<file path="config.mk">
export PLATFORM = sky130hd
export DESIGN_NAME = axi_lite_core_bridge
export DESIGN_NICKNAME = d
export VERILOG_FILES = /design/src/rtl/axi_lite_pkg.sv /design/src/rtl/axi_lite_core_bridge.sv
export SDC_FILE = /design/constraint.sdc
export NUM_CORES = 1
export LEC_CHECK = 0
export BUFFER_PORTS_ARGS = -buffer_cell sky130_fd_sc_hd__buf_2
export CAP_MARGIN = 20
export CORE_ASPECT_RATIO = 2
export CORE_MARGIN = 8
export CORE_UTILIZATION = 38
export DETAILED_ROUTE_END_ITERATION = 8
export PLACE_DENSITY = 0.76
export SLEW_MARGIN = 30
export SYNTH_ARGS = -nofsm -noshare
export SYNTH_HDL_FRONTEND = slang
export SYNTH_SLANG_ARGS = --single-unit
</file>
<file path="constraint.sdc">
create_clock -name clk_50_mhz -period 1.5 [get_ports clk_50_mhz]
set_clock_uncertainty 0.1 [all_clocks]
set_input_delay 0.075 -clock clk_50_mhz [delete_from_list [all_inputs] [get_ports clk_50_mhz]]
set_output_delay 0.075 -clock clk_50_mhz [all_outputs]
set_load 0.02 [all_outputs]
</file>
<file path="src/rtl/axi_lite_pkg.sv">
// Shared definitions for the core-to-AXI4-Lite peripheral bridge:
// response codes, protection default and the bridge FSM state type.
package axi_lite_pkg;

    localparam int unsigned RESP_WIDTH = 2;
    localparam int unsigned PROT_WIDTH = 3;

    localparam logic [RESP_WIDTH-1:0] RESP_OKAY   = 2'b00;
    localparam logic [RESP_WIDTH-1:0] RESP_SLVERR = 2'b10;
    localparam logic [RESP_WIDTH-1:0] RESP_DECERR = 2'b11;

    localparam logic [PROT_WIDTH-1:0] PROT_NONE = 3'b000;

    typedef enum logic [2:0] {
        ST_IDLE,
        ST_WR,
        ST_WR_RESP,
        ST_RD_ADDR,
        ST_RD_DATA,
        ST_LOCAL_ERR,
        ST_DONE
    } bridge_state_e;

    // Slave and decode errors both report as a failed access to the core.
    function automatic logic resp_is_err(input logic [RESP_WIDTH-1:0] resp);
        return (resp == RESP_SLVERR) || (resp == RESP_DECERR);
    endfunction

endpackage

</file>
<file path="src/rtl/axi_lite_core_bridge.sv">
// Single-outstanding core data port to AXI4-Lite master bridge; addresses
// outside the peripheral window complete locally with an error.
module axi_lite_core_bridge
    import axi_lite_pkg::*;
#(
    parameter int unsigned           ADDR_WIDTH  = 32,
    parameter int unsigned           DATA_WIDTH  = 32,
    parameter logic [ADDR_WIDTH-1:0] PERIPH_BASE = ADDR_WIDTH'(32'h1A10_0000),
    parameter logic [ADDR_WIDTH-1:0] PERIPH_MASK = ADDR_WIDTH'(32'hFFFF_0000),
    localparam int unsigned          STRB_WIDTH  = DATA_WIDTH / 8
) (
    input  logic                  clk_50_mhz,
    input  logic                  rst,

    input  logic                  core_req,
    input  logic                  core_we,
    input  logic [STRB_WIDTH-1:0] core_be,
    input  logic [ADDR_WIDTH-1:0] core_addr,
    input  logic [DATA_WIDTH-1:0] core_wdata,
    output logic                  core_gnt,
    output logic                  core_rvalid,
    output logic [DATA_WIDTH-1:0] core_rdata,
    output logic                  core_err,

    output logic [ADDR_WIDTH-1:0] awaddr,
    output logic [PROT_WIDTH-1:0] awprot,
    output logic                  awvalid,
    input  logic                  awready,
    output logic [DATA_WIDTH-1:0] wdata,
    output logic [STRB_WIDTH-1:0] wstrb,
    output logic                  wvalid,
    input  logic                  wready,
    input  logic [RESP_WIDTH-1:0] bresp,
    input  logic                  bvalid,
    output logic                  bready,
    output logic [ADDR_WIDTH-1:0] araddr,
    output logic [PROT_WIDTH-1:0] arprot,
    output logic                  arvalid,
    input  logic                  arready,
    input  logic [DATA_WIDTH-1:0] rdata,
    input  logic [RESP_WIDTH-1:0] rresp,
    input  logic                  rvalid,
    output logic                  rready
);

    localparam logic [ADDR_WIDTH-1:0] ALIGN_MASK = ADDR_WIDTH'(STRB_WIDTH - 1);

    bridge_state_e         state_q;
    bridge_state_e         state_d;

    logic [ADDR_WIDTH-1:0] addr_q;
    logic [DATA_WIDTH-1:0] wdata_q;
    logic [STRB_WIDTH-1:0] be_q;

    logic [ADDR_WIDTH-1:0] addr_align_c;
    logic                  win_hit_c;
    logic                  aw_done_c;
    logic                  w_done_c;

    logic                  awvalid_d;
    logic                  wvalid_d;
    logic                  bready_d;
    logic                  arvalid_d;
    logic                  rready_d;
    logic                  core_rvalid_d;
    logic                  core_err_d;
    logic [DATA_WIDTH-1:0] core_rdata_d;

    assign addr_align_c = core_addr & ~ALIGN_MASK;
    assign win_hit_c    = (addr_align_c & PERIPH_MASK) == PERIPH_BASE;

    // Grant is the only combinational output: accepted in the same cycle as req.
    assign core_gnt = (state_q == ST_IDLE) && core_req && !rst;

    assign awaddr = addr_q;
    assign araddr = addr_q;
    assign wdata  = wdata_q;
    assign wstrb  = be_q;
    assign awprot = PROT_NONE;
    assign arprot = PROT_NONE;

    // A channel is done once its valid has dropped or is handshaking this cycle.
    assign aw_done_c = !awvalid || awready;
    assign w_done_c  = !wvalid || wready;

    // Next-state and next-output decode.
    always_comb begin
        state_d       = state_q;
        awvalid_d     = awvalid;
        wvalid_d      = wvalid;
        bready_d      = bready;
        arvalid_d     = arvalid;
        rready_d      = rready;
        core_rvalid_d = 1'b0;
        core_err_d    = 1'b0;
        core_rdata_d  = '0;

        unique case (state_q)
            ST_IDLE: begin
                if (core_gnt) begin
                    if (!win_hit_c) begin
                        state_d = ST_LOCAL_ERR;
                    end else if (core_we) begin
                        state_d   = ST_WR;
                        awvalid_d = 1'b1;
                        wvalid_d  = 1'b1;
                    end else begin
                        state_d   = ST_RD_ADDR;
                        arvalid_d = 1'b1;
                    end
                end
            end
            ST_WR: begin
                awvalid_d = awvalid && !awready;
                wvalid_d  = wvalid && !wready;
                if (aw_done_c && w_done_c) begin
                    state_d  = ST_WR_RESP;
                    bready_d = 1'b1;
                end
            end
            ST_WR_RESP: begin
                if (bvalid) begin
                    state_d       = ST_DONE;
                    bready_d      = 1'b0;
                    core_rvalid_d = 1'b1;
                    core_err_d    = resp_is_err(bresp);
                end
            end
            ST_RD_ADDR: begin
                if (arready) begin
                    state_d   = ST_RD_DATA;
                    arvalid_d = 1'b0;
                    rready_d  = 1'b1;
                end
            end
            ST_RD_DATA: begin
                if (rvalid) begin
                    state_d       = ST_DONE;
                    rready_d      = 1'b0;
                    core_rvalid_d = 1'b1;
                    core_rdata_d  = rdata;
                    core_err_d    = resp_is_err(rresp);
                end
            end
            ST_LOCAL_ERR: begin
                state_d       = ST_DONE;
                core_rvalid_d = 1'b1;
                core_err_d    = 1'b1;
            end
            ST_DONE: begin
                state_d = ST_IDLE;
            end
            default: begin
                state_d = ST_IDLE;
            end
        endcase
    end

    // State, capture and output registers.
    always_ff @(posedge clk_50_mhz) begin
        if (rst) begin
            state_q     <= ST_IDLE;
            addr_q      <= '0;
            wdata_q     <= '0;
            be_q        <= '0;
            awvalid     <= 1'b0;
            wvalid      <= 1'b0;
            bready      <= 1'b0;
            arvalid     <= 1'b0;
            rready      <= 1'b0;
            core_rvalid <= 1'b0;
            core_rdata  <= '0;
            core_err    <= 1'b0;
        end else begin
            state_q     <= state_d;
            awvalid     <= awvalid_d;
            wvalid      <= wvalid_d;
            bready      <= bready_d;
            arvalid     <= arvalid_d;
            rready      <= rready_d;
            core_rvalid <= core_rvalid_d;
            core_rdata  <= core_rdata_d;
            core_err    <= core_err_d;
            if (core_gnt) begin
                addr_q  <= addr_align_c;
                wdata_q <= core_wdata;
                be_q    <= core_be;
            end
        end
    end

endmodule

</file>
# ---- Yosys cells after proc, flatten, opt, wreduce, memory -nomap -nowiden
# Index checks and enable logic that the tools add are counted.
dict set report op_classes {
  n_eq_ne 18
  mux 30
  bitwise 2
  n_reduce_logical 25
}
# cell count
set ops {}
lappend ops {{$mux W3} 6}
lappend ops {{$pmux W3 S6} 1}
lappend ops {{$eq A16 B13 Y1 const B} 1}
lappend ops {{$ne A2 B2 Y1 const B} 8}
lappend ops {{$mux W1} 15}
lappend ops {{$pmux W1 S2} 5}
lappend ops {{$reduce_and A5 Y1} 2}
lappend ops {{$eq A2 B2 Y1 const B} 4}
lappend ops {{$reduce_bool A2 Y1} 4}
lappend ops {{$eq A3 B2 Y1 const B} 2}
lappend ops {{$eq A3 B3 Y1 const B} 2}
lappend ops {{$pmux W1 S3} 2}
lappend ops {{$reduce_and A3 Y1} 2}
lappend ops {{$logic_and A1 B1 Y1} 5}
lappend ops {{$logic_not A1 Y1} 5}
lappend ops {{$logic_or A1 B1 Y1} 4}
lappend ops {{$reduce_and A4 Y1} 1}
lappend ops {{$eq A3 B1 Y1 const B} 1}
lappend ops {{$logic_not A3 Y1} 1}
lappend ops {{$reduce_or A3 Y1} 1}
lappend ops {{$mux W2} 1}
lappend ops {{$not A1 Y1} 2}
dict set report word_totals {
  register_bits 108
  out_inout_bits 146
}

# ---- Logic depth before layout (Yosys ltp)
dict set report depth {
  ltp_word 5
  ltp_mapped 7
  ltp_nobuf 4
}

# ---- Worst setup path after synthesis
# OpenSTA, ideal clock, no wires.
dict set report synth_path {
  path_kind {flip-flop to flip-flop}
  start {reg state_q[1]}
  end {reg core_rdata[0]}
  setup_ps 59
  arrival_ps 1253
  required_time_ps 1341
  path_slack_ps 88
  path_stages_with_launch 6
  n_path_buf 1
  period_less_slack_ps 1412
  path_cell_list {dfxtp_1 > nand2b_2 > or3_4 > nor2_4 > buf_6 > and2_1}
}
dict set report synth_via {
  elab_chain_len 3
}
# item line_no
set synth_rtl {}
lappend synth_rtl {{start, declared} axi_lite_core_bridge.sv:48} ;# bridge_state_e state_q;
lappend synth_rtl {{start signal, assigned} axi_lite_core_bridge.sv:175} ;# state_q <= state_d;
lappend synth_rtl {{$eq A3 B3 Y1} axi_lite_core_bridge.sv:98} ;# unique case (state_q)
lappend synth_rtl {{$not A1 Y1 (no source line)} --}
lappend synth_rtl {{$reduce_or A3 Y1 (no source line)} --}
lappend synth_rtl {{end signal, assigned} axi_lite_core_bridge.sv:182} ;# core_rdata <= core_rdata_d;
lappend synth_rtl {{end, declared} axi_lite_core_bridge.sv:22} ;# output logic [DATA_WIDTH-1:0] core_rdata,
# Every way passes these cells.
# A chain may end at the register's enable or synchronous reset.

# ---- Final worst setup path
dict set report layout_path {
  start {reg state_q[2]}
  end {reg addr_q[3] (netlist: araddr[3])}
}
dict set report layout_via {
  elab_chain_len 3
}
# item line_no
set layout_rtl {}
lappend layout_rtl {{$logic_not A3 Y1} axi_lite_core_bridge.sv:73} ;# assign core_gnt = (state_q == ST_IDLE) && core_req && !rst;
lappend layout_rtl {{$logic_and A1 B1 Y1 (2 in a row)} axi_lite_core_bridge.sv:73}
lappend layout_rtl {{end signal, assigned} axi_lite_core_bridge.sv:185} ;# addr_q <= addr_align_c;
lappend layout_rtl {{end, declared} axi_lite_core_bridge.sv:51} ;# logic [ADDR_WIDTH-1:0] addr_q;
# Every way passes these cells.

==> impl_metrics.ini <==
[sta]
hold_viol = 0
relSlewSlack_pct = 62.8
setup_violations = 1
post-route-period-util_pct = 100
tightest_slew_ns = 0.550
max_freq_ghz = 0.665
period_needed_ns = 1.50
finalWorstSetupSlack_ns = -0.00398
rsz0062_at_grt = true
final_max_slew_viol_count = 0

[worst_setup_path]
critical_path.startpoint_type = flop
crit_fanout = 21
r2r-start = state_q[2]$_SDFFE_PP0P_
reg2reg_depth = 6
crit_arrival_ns = 1.62
setup.worst_path.end_class = flop
critical_path_class = reg -> reg
worstPathRequired_ns = 1.61
startpoint = state_q[2]$_SDFFE_PP0P_
r2r-end = araddr[3]$_SDFFE_PP0P_
endpoint = araddr[3]$_SDFFE_PP0P_
reg2reg_slack_ns = -0.004

[placed_design]
place_area_sq_mm = 0.00515
hpwlAfterDp_um = 9770
place_ws_ns = -0.0641
portBuffers = 244
gp_congestion = 0.856
dp.cells = 805

[drt]
firstDrtPassIters = 5
wl_per_cell_um = 16.7
detail-route-antenna-nets = 0
routed_via_density = 4.78
routed_wl_um = 15600
vias = 4469
drc = 0
drt_iter0_drc = 258

[floorplan]
dieArea_sq_mm = 0.0143
die_h_um = 161
start_util_pct = 38.5
die_w_um = 88.6
pin_count = 259
coreArea_sq_mm = 0.0104
num_rows = 53

[cells_and_area]
fin_area_sq_mm = 0.00688
syn_to_final_growth_pct = 71.6
fin_nets = 906
utilization_pct = 66.0
fillers = 792
drive_above_1_share_pct = 42.2
final_cells = 935
mostFrequentLayoutCell = buf_2
layout_common_cells = 243 x buf_2, 125 x nand2_1, 106 x dfxtp_1, 103 x dlygate4sd3_1, 45 x a21oi_1
diodes = 0

[grt]
grt_antenna_before_repair = 0
grt_usage_pct = 19.6
grt_overflow_total = 0
grt_max_degree = 43
first_global_vias = 4575
grt_pass1_wl_um = 22100

[power_and_ir_drop]
pwr-share-comb_pct = 40.5
ir_worst_vdd_mv = 1.04
seqPwrFrac_pct = 36.3
p_leak_nw = 3.32
power_switching_mw = 3.63
clkPwrFrac_pct = 23.2
switching_share_pct = 36.7
p_total_mw = 9.87
intPower_mw = 6.25
power_density_mw_per_mm2 = 1440

[min_path]
hold_class = in -> reg

[synthesis]
yosysSeqAreaShare_pct = 54.0
ys_warn_count = 0
syn_area_per_cell_sq_um = 8.58
netlist_top_cells_area = dfxtp_1 54%, nand2_1 13%, a21oi_1 9.4%
yosysTopAreaCell = dfxtp_1
syn_area_sq_mm = 0.00401
yosysUniqueCellTypes = 36
ys_ff_latch = 108
netlist.area_leader.share_pct = 54.0
netlist_instances = 467

[clock_network]
ctsHtreeMaxLevel = 3
cts_tree = built
clkSlewWorstSetupHoldPaths_ns = 0.07
clock-sinks = 108
clk_latency_ns = 0.33
cts_made_buffers = 9
cts_buffer_depth = 2
ctsRootBufferMaster = clkbuf_16

[job]
maxCapViolCount = 0

[run_status]
violations = setup timing
status = complete, but fails checks
-- logic make-up after synthesis --
group                  after synthesis  share of synthesized area [%]
AOI/OAI and AO/OA                   89                           11.7
buffers and inverters               70                           11.5
DFF                                108                           54.0
other                                1                         0.0936
and+or+nand+nor                    199                           22.7
-- cell usage after synthesis --
cell type  number
o21ai_1         1
or3_4           1
dfxtp_1       108
nand3_1         1
nor2_1          8
buf_4          44
nor3b_1         1
a31oi_1         2
o21a_1          2
nor4b_1         2
nor3_2          1
nand4_1         1
a21boi_0        1
buf_6           3
inv_1           3
a22oi_1         1
nor3_1          1
nor2_4          1
nor4_1          1
conb_1          1
nor2b_1         2
and4_1          1
buf_2           7
or3_1           1
nor4bb_1        1
buf_1           2
and2_1         34
o221ai_1        1
o32ai_1         1
nand2b_1        5
nand2_1       136
o21ai_0         3
a211oi_1        2
a21oi_1        75
clkbuf_1       11
nand2b_2        1
-- per-stage QoR --
step / hold WS, ns / setup TNS (ns)
2_1_floorplan: 0.0721 / 0
3_3_place_gp: 0.173 / -0.0539
4_1_cts: 0.0217 / -0.00847
3_5_place_dp: 0.177 / -0.0931
5_1_grt: 0.0398 / -3.51
6_report: 0.0441 / -0.00398
-- per-layer routing --
layer | wire length (um) | up-vias | global-route usage, %
li1 | - | 2109 | -
met1 | 5210 | 2072 | 18.9
met2 | 8410 | 237 | 35.2
met3 | 1350 | 51 | 5.70
met4 | 665 | 0 | 11.2
met5 | 0 | - | 0
-- critical path: stages (launching register included) --
cell and delay (ns):
dfxtp_4 0.37, nor3_4 0.24, nand2_2 0.13, buf_4 0.18, clkbuf_16 0.19, nand2_1 0.12
a21oi_2 0.06
-- repair_timing --
item | in CTS | in global routing
hold buffers | 103 | 0
resized for setup | 2 | 56
hold endpoints to repair | 106 | 0
cloned | 0 | 7
endpoints found under the setup margin | 2 | 103
buffers inserted | 2 | 3
pin swaps | 2 | 13
-- state kept, by name (all words and copies together), names as in the netlist --
register / cells
wdata: 32
awvalid: 1
wstrb: 4
araddr: 30
arvalid: 1
core_rdata: 32
state_q: 3
core_err: 1
bready: 1
wvalid: 1
rready: 1
core_rvalid: 1
-- area by class of cell --
type	count	area [sq um]	share of cell area (%)
Tap cell	137	171	2.49
Sequential cell	108	2170	31.5
Multi-Input combinational cell	298	1610	23.4
Inverter	3	11.3	0.164
Clock buffer	11	253	3.68
Timing Repair Buffer	373	2620	38.1
Clock inverter	5	43.8	0.637
-- power by group through the flow --
stage	Sequential (mW)	Clock, mW	Combinational, mW
6_report	3.59	2.29	4.00
5_1_grt	3.64	2.47	4.26
4_1_cts	3.55	2.36	3.27
3_5_place_dp	3.61	0	3.03
3_3_place_gp	3.58	0	2.96
2_1_floorplan	4.09	0	1.60
-- worst min-delay path by stage --
stage	from	endpoint	slack [ns]	depth (start not counted)
5_1_grt	rst	state_q[2]$_SDFFE_PP0P_	0.04	3
4_1_cts	wready	wvalid$_SDFFE_PP0P_	0.02	4
2_1_floorplan	rvalid	rready$_SDFFE_PP0P_	0.07	1
3_3_place_gp	rdata[20]	core_rdata[20]$_SDFF_PP0_	0.17	2
3_5_place_dp	rdata[20]	core_rdata[20]$_SDFF_PP0_	0.18	2
6_report	rresp[1]	core_err$_SDFF_PP0_	0.04	5
(Power assumes the default switching activity.)
